File: config.mk
export PLATFORM = sky130hd
export DESIGN_NAME = branch_ctrl
export DESIGN_NICKNAME = d
export VERILOG_FILES = /design/src/rtl/branch_ctrl.sv
export SDC_FILE = /design/constraint.sdc
export NUM_CORES = 1
export LEC_CHECK = 0
export BUFFER_PORTS_ARGS = -buffer_cell sky130_fd_sc_hd__buf_2
export CAP_MARGIN = 10
export CORE_MARGIN = 3
export CORE_UTILIZATION = 43
export CTS_CLUSTER_DIAMETER = 50
export CTS_CLUSTER_SIZE = 40
export DETAILED_ROUTE_END_ITERATION = 6
export PLACE_DENSITY = 0.73
export SYNTH_ARGS = -nofsm -noshare
export SYNTH_HDL_FRONTEND = slang
export SYNTH_SLANG_ARGS = --single-unit
File: constraint.sdc
create_clock -name clk -period 3.17 [get_ports clk]
set_input_delay 0.4755 -clock clk [delete_from_list [all_inputs] [get_ports clk]]
set_output_delay 0.4755 -clock clk [all_outputs]
set_load 0.01 [all_outputs]
File: src/rtl/branch_ctrl.sv
// Branch resolution controller.
// Resolves conditional BR instructions against forwarded or architectural
// condition codes. Holds the front end while the CC source is not yet
// available, then redirects the PC and squashes IF/ID on a taken branch.
// Also keeps saturating counts of resolved and taken branches.
//
// Ports:
//   clk, rst_n        clock; synchronous active-low reset
//   br_valid          BR instruction present in resolve stage
//   br_nzp            branch nzp mask (bit2=n, bit1=z, bit0=p)
//   br_target         branch target address
//   cc_valid, cc      architectural CC and its validity
//   cc_fwd_valid, cc_fwd  forwarded CC from an in-flight producer
//   mem_stall         pipeline frozen by the memory stage
//   stall_front       hold fetch/decode/resolve stages
//   pc_redirect       load PC from redirect_pc
//   redirect_pc       taken-branch target (0 when not redirecting)
//   flush_if, flush_id  squash IF and ID pipeline registers
//   br_count, taken_count  saturating resolved/taken branch counters
module branch_ctrl (
  input  logic        clk,
  input  logic        rst_n,
  input  logic        br_valid,
  input  logic [2:0]  br_nzp,
  input  logic [15:0] br_target,
  input  logic        cc_valid,
  input  logic [2:0]  cc,
  input  logic        cc_fwd_valid,
  input  logic [2:0]  cc_fwd,
  input  logic        mem_stall,
  output logic        stall_front,
  output logic        pc_redirect,
  output logic [15:0] redirect_pc,
  output logic        flush_if,
  output logic        flush_id,
  output logic [15:0] br_count,
  output logic [15:0] taken_count
);

  localparam int unsigned AW = 16;
  localparam int unsigned CW = 16;
  localparam logic [CW-1:0] CNT_MAX = '1;

  typedef enum logic [1:0] {
    IDLE     = 2'd0,
    WAIT_CC  = 2'd1,
    REDIRECT = 2'd2
  } state_t;

  state_t        state, state_nxt;
  logic [2:0]    nzp_q, nzp_nxt;
  logic [AW-1:0] tgt_q, tgt_nxt;
  logic [CW-1:0] br_cnt_q, tk_cnt_q;

  logic       cc_avail;
  logic [2:0] cc_src;
  logic       resolve, take, stall;

  // CC source select: forwarded value wins over the architectural register.
  always_comb begin
    cc_avail = cc_fwd_valid | cc_valid;
    cc_src   = 3'b000;
    if (cc_fwd_valid) cc_src = cc_fwd;
    else if (cc_valid) cc_src = cc;
  end

  function automatic logic is_taken(input logic [2:0] nzp, input logic [2:0] src);
    return (nzp == 3'b111) | (|(nzp & src));
  endfunction

  // State and latched-branch registers.
  always_ff @(posedge clk) begin
    if (!rst_n) begin
      state <= IDLE;
      nzp_q <= 3'b000;
      tgt_q <= '0;
    end else begin
      state <= state_nxt;
      nzp_q <= nzp_nxt;
      tgt_q <= tgt_nxt;
    end
  end

  // Next-state, latch and resolution decode.
  always_comb begin
    state_nxt = state;
    nzp_nxt   = nzp_q;
    tgt_nxt   = tgt_q;
    resolve   = 1'b0;
    take      = 1'b0;
    stall     = 1'b0;
    unique case (state)
      IDLE: begin
        if (br_valid && !mem_stall) begin
          // Unconditional BR needs no CC, so it resolves even without a source.
          if (cc_avail || br_nzp == 3'b111) begin
            resolve = 1'b1;
            take    = is_taken(br_nzp, cc_src);
            if (take) begin
              tgt_nxt   = br_target;
              state_nxt = REDIRECT;
            end
          end else begin
            nzp_nxt   = br_nzp;
            tgt_nxt   = br_target;
            stall     = 1'b1;
            state_nxt = WAIT_CC;
          end
        end
      end
      WAIT_CC: begin
        stall = 1'b1;
        if (!mem_stall && (cc_avail || nzp_q == 3'b111)) begin
          resolve   = 1'b1;
          take      = is_taken(nzp_q, cc_src);
          state_nxt = take ? REDIRECT : IDLE;
        end
      end
      REDIRECT: begin
        if (!mem_stall) state_nxt = IDLE;
      end
      default: state_nxt = IDLE;
    endcase
  end

  // Saturating branch statistics, updated on the resolving edge.
  always_ff @(posedge clk) begin
    if (!rst_n) begin
      br_cnt_q <= '0;
      tk_cnt_q <= '0;
    end else begin
      if (resolve && br_cnt_q != CNT_MAX) br_cnt_q <= br_cnt_q + CW'(1);
      if (take && tk_cnt_q != CNT_MAX)    tk_cnt_q <= tk_cnt_q + CW'(1);
    end
  end

  // Outputs are forced low while reset is asserted so an aborted
  // WAIT_CC/REDIRECT never leaks a stall or redirect.
  always_comb begin
    stall_front = rst_n & stall;
    pc_redirect = rst_n & (state == REDIRECT);
    flush_if    = pc_redirect;
    flush_id    = pc_redirect;
    redirect_pc = pc_redirect ? tgt_q : '0;
    br_count    = rst_n ? br_cnt_q : '0;
    taken_count = rst_n ? tk_cnt_q : '0;
  end

endmodule

# After elaboration in Yosys (flattened, before gate mapping)
# Cells that the tools add are included.
[word_totals]
reg_bits = 53
latchBits = 0
mem_bits_rw = 0
rom_bits = 0
inputBits = 31
elab_cells = 64
n_memories = 0
[op_classes]
add_sub_neg = 2
multipliers = 0
div = 0
magnitude_cmp = 0
eq_ne = 11
shifts = 0
muxes = 25
bitwise = 8
reduce_logical = 13
[op_table]
columns = ["operator", "count"]
rows = [
  ["16-bit two-way mux", 5],
  ["16-bit by 1-bit adder with 16-bit output (second input constant)", 2],
  ["16-bit != test (second input constant)", 2],
  ["2-bit two-way mux", 6],
  ["1-bit two-way mux", 8],
  ["3-bit bitwise AND", 2],
  ["3-bit equality test (second input constant)", 2],
  ["3-bit two-way mux", 2],
  ["2-bit != test (second input constant)", 3],
  ["1-bit case mux with 2 select lines", 3],
  ["2-bit case mux with 3 select lines", 1],
  ["3-bit AND reduction", 2],
  ["3-bit OR reduction", 2],
  ["1-bit logical AND", 4],
  ["4-bit AND reduction", 1],
  ["3-bit != test (second input constant)", 1],
  ["1-bit bitwise OR", 3],
  ["1-bit bitwise AND", 2],
  ["2-bit by 1-bit equality test with 1-bit output (second input constant)", 1],
  ["2-bit equality test (second input constant)", 1],
  ["2-bit zero test", 1],
  ["1-bit logical OR", 2],
  ["2-bit by 1-bit != test with 1-bit output (second input constant)", 1],
  ["1-bit zero test", 1],
  ["1-bit inverter", 1],
]

# Logic depth before layout (Yosys ltp)
[depth]
ltp_word = 9
mapped_depth = 9

# Worst setup path after synthesis
# OpenSTA, ideal clock, no wires.
[synth_path]
path_type = "in2reg"
start = "input port cc_fwd_valid"
end = "register tk_cnt_q[6]"
setup_time_ps = 121
arrival_time_ps = 2235
t_required_ps = 3049
slack_ps = 815
path_stages = 9
n_path_buf = 3
path_cell_list = "buf_4 > nor2b_2 > a222oi_1 > a211oi_1 > or3b_1 > buf_6 > buf_8 > nor3_1 > mux2_2"
[synth_via]
elab_chain_cells = 8
elab_cells_between_ends = 16
[synth_lines]
columns = ["item", "line_no", "source"]
rows = [
  ["start, declared", "28", "input logic cc_fwd_valid,"],
  ["3-bit two-way mux", "63", "if (cc_fwd_valid) cc_src = cc_fwd;"],
  ["3-bit bitwise AND", "68", "return (nzp == 3'b111) | (|(nzp & src));"],
  ["3-bit OR reduction", "68", ""],
  ["1-bit bitwise OR", "68", ""],
  ["1-bit two-way mux", "96", "if (cc_avail || br_nzp == 3'b111) begin"],
  ["1-bit two-way mux", "94", "if (br_valid && !mem_stall) begin"],
  ["1-bit case mux with 2 select lines (*)", "92", "unique case (state)"],
  ["1-bit logical AND (*)", "133", "if (take && tk_cnt_q != CNT_MAX) tk_cnt_q <= tk_cnt_q + CW'(1);"],
  ["end signal, assigned", "133", ""],
  ["end, declared", "53", "logic [CW-1:0] br_cnt_q, tk_cnt_q;"],
]
# Mark *: on every way between the ends. The rest lies on a longest branch, timed or not.
# A chain may end at the register's enable or synchronous reset.

# Final worst setup path
[layout_path]
start = "register nzp_q[0]"
end = "register tk_cnt_q[3]"
[layout_via]
elab_chain_cells = 6
elab_cells_between_ends = 9
[layout_lines]
columns = ["item", "line_no", "source"]
rows = [
  ["start, declared", "51", "logic [2:0] nzp_q, nzp_nxt;"],
  ["start signal, assigned", "79", "nzp_q <= nzp_nxt;"],
  ["3-bit bitwise AND / 3-bit equality test (equally long branches)", "68, 113", ""],
  ["3-bit OR reduction / 1-bit logical OR (equally long branches)", "68, 113", ""],
  ["1-bit bitwise OR / 1-bit logical AND (equally long branches)", "68, 113", ""],
  ["1-bit two-way mux (*)", "113", "if (!mem_stall && (cc_avail || nzp_q == 3'b111)) begin"],
  ["1-bit case mux with 2 select lines (*)", "92", ""],
  ["1-bit logical AND (*)", "133", ""],
]
# Marked as above.

==> run summary <==
# fillers = 623
Post-Synthesis Net Count = 367
placed cell areas = 0.00327 mm²
final net count = 439
number of flops mapped to enable cells by yosys = 0
hold_sp = br_target[4]
post-DP HPWL = 4.67 mm
synth top area cells = dfxtp_1 (37%), and2_1 (11%), mux2i_1 (7.4%)
worst vdd ir = 0.226 mV
crit path max-delay cell type = or3b_1
Worst slew margin = 38.5%
vias in the first global route = 2441
sequential-to-total area share from yosys stat = 37.3%
DRT antenna net count = 0
routed wl met3 = 391 µm
Final Wtd Congestion = 0.857
placed insts = 476
CTS clk-pin slew, worst paths = 0.10 ns
drc violations = 0
post-route setup TNS = 0 ns
initial antenna violation count = 0
Met1 Wirelength = 2.89 mm
Final Hold Viols = 0
Leakage = 1.60 nW
Top Metal Used = met4
synth warn = 0
postcts setup bufs = 0
H-Tree Depth = 2
area grow syn2layout = 17.8%
largest net degree at the start of global routing = 51
pin slew with the least headroom to its limit = 0.922 ns
Setup Crit Path Kind = register to register
Setup crit start kind = register
RSZ-0062 raised after global routing = no
WP data required = 3.37 ns
Worst Hold Path EP = tgt_q[4]$_SDFFE_PN0P_
Worst path max stage delay = 0.63 ns
period utilization = 79.5%
synthesized area = 0.00284 mm²
hold depth = 3
R2R cell count = 6
Hold WC Path Type = input pin to register
synth unique cells = 47
vias per cell = 5.34
Async S/R FF share, synth = 0%
via count = 2583
Avg Cell Area, Syn = 8.51 µm²
WP buf/inv = 0
RR Startpoint = nzp_q[0]$_SDFFE_PN0P_
DIE HEIGHT = 87.3 µm
I/O Buffers = 82
CTS sink cnt = 53
Pwr Total = 1.20 mW
final critical-path required period = 2.52 ns
latest clock arrival within the worst-skew pair = 0.30 ns
crit-path cells = a22o_1 > a222oi_1 > a211oi_1 > or3b_1 > nor4b_1 > mux2_2
clk buf depth = 2
Post-CTS Hold Buffers = 0
fin cells = 484
Data arrival, critical path = 2.72 ns
status = finished clean
# IOs = 83
die area = 0.00763 mm²
Detail Route met2 WL = 3.11 mm
CP Launch Point = nzp_q[0]$_SDFFE_PN0P_
fin. max-slew vios = 0
Largest delay share family, worst path = simple AND/OR/NAND/NOR gates
CTS Root Cell = clkbuf_8
worst reg2reg path endpoint = tk_cnt_q[3]$_SDFFE_PN0P_
finished layout cell area = 0.00335 mm²
CTS tree = built
reg2reg setup slack = 0.65 ns
synthesized flop and latch total = 53
starting density of the core = 44.5%
layout cell share with drive strength beyond 1 = 27.5%
first-pass GRT wire length = 10.8 mm
total CTS buffers = 5
total gr overflow = 0
drt pass-1 iters = 4
GRT Overall Usage = 17.0%
Starting DRT DRC Count = 117
Yosys top cell by area = dfxtp_1
# diodes = 0
number of max-cap violations = 0
Hold WS = 0.394 ns
setup violators final = 0
Core Area = 0.00639 mm²
Most used DFF post-synth = dfxtp_1
post-synthesis cell count = 334
WL per Instance = 13.3 µm
Setup crit end kind = register
CP Max Fanout = 17
Die Wd = 87.3 µm
PwrDens = 357 mW/mm²
final WL = 6.44 mm
Fmax = 397 MHz
area fraction of the dominant cell type after synthesis = 37.3%
Clock Skew = 0.0103 ns
cts repair resizes = 0
Rows = 29
==> per-layer routing <==
metal / global-route usage, % / vias up
met4: 2.79 / 0
li1: - / 1313
met1: 21.3 / 1187
met2: 30.0 / 77
met3: 3.88 / 6
met5: 0 / -
==> layout by cell type, fill, tap and decap left out, types with 3 or more instances in the layout <==
master,netlist,final
a21oi_1,9,9
buf_2,2,82
clkbuf_8,0,5
nor3_1,5,5
xor2_1,9,9
and2_1,48,48
nand3_1,9,9
nor4_1,6,6
and3_1,7,7
nand2_1,17,17
dfxtp_1,53,53
mux2_2,13,13
nor2_1,50,50
a22oi_1,5,5
mux2i_1,21,21
nand4_1,10,10
inv_1,3,3
or3_1,10,10
buf_4,3,3
o21ai_0,9,9
==> cells in the mapped netlist, drive strengths merged, types with 9 or more instances <==
master / instances
a21oi: 9
and2: 48
clkbuf: 13
dfxtp: 53
mux2: 13
mux2i: 21
nand2: 17
nand3: 9
nand4: 10
nor2: 50
o21ai: 9
or3: 10
xor2: 9
==> area by class of cell <==
| type | count | area (µm²) | share of cell area [%] |
|---|---|---|---|
| multi-input combinational | 257 | 1660 | 49.6 |
| timing repair buffer | 85 | 433 | 12.9 |
| clock inverter | 1 | 7.51 | 0.224 |
| tap | 77 | 96.3 | 2.88 |
| inverter | 4 | 15.0 | 0.448 |
| sequential | 53 | 1060 | 31.7 |
| clock buffer | 7 | 76.3 | 2.28 |
==> flip-flops by register name (all words and copies together), names as in the netlist <==
signal / count
br_cnt_q: 16
nzp_q: 3
state: 2
tgt_q: 16
tk_cnt_q: 16
==> report_power, final <==
part	internal [mW]	switching, mW
combinational	0.0566	0.0732
clock	0.157	0.217
sequential	0.680	0.0121
total	0.894	0.302
==> through the flow <==
step,worst slack (ns),utilization (%)
floorplan,0.815,-
finish,0.650,52.4
global route,0.494,52.4
detailed placement,0.457,51.1
CTS,0.646,52.4
global placement,0.552,51.1
==> worst register-to-register path, stage by stage (launching register included) <==
cell and delay, ns:
dfxtp_1 0.44, a22o_1 0.17, a222oi_1 0.09, a211oi_1 0.31, or3b_1 0.63, nor4b_1 0.40
mux2_2 0.38
==> logic make-up after synthesis <==
logic type,Yosys count,share of synthesized area [%]
adder cells (fa/ha/maj),2,0.880
multiplexers,34,12.5
flip-flops,53,37.3
AO/OA/AOI/OAI,38,9.37
AND/OR/NAND/NOR,172,32.2
buffers and inverters,24,4.31
XOR/XNOR,11,3.39
==> worst max-delay path by stage <==
stage / cells past startpoint / end
floorplan: 9 / tk_cnt_q[6]$_SDFFE_PN0P_
global placement: 7 / tk_cnt_q[9]$_SDFFE_PN0P_
detailed placement: 7 / tk_cnt_q[12]$_SDFFE_PN0P_
CTS: 6 / tk_cnt_q[12]$_SDFFE_PN0P_
global route: 6 / tk_cnt_q[9]$_SDFFE_PN0P_
finish: 6 / tk_cnt_q[3]$_SDFFE_PN0P_
(Power assumes the default switching activity.)
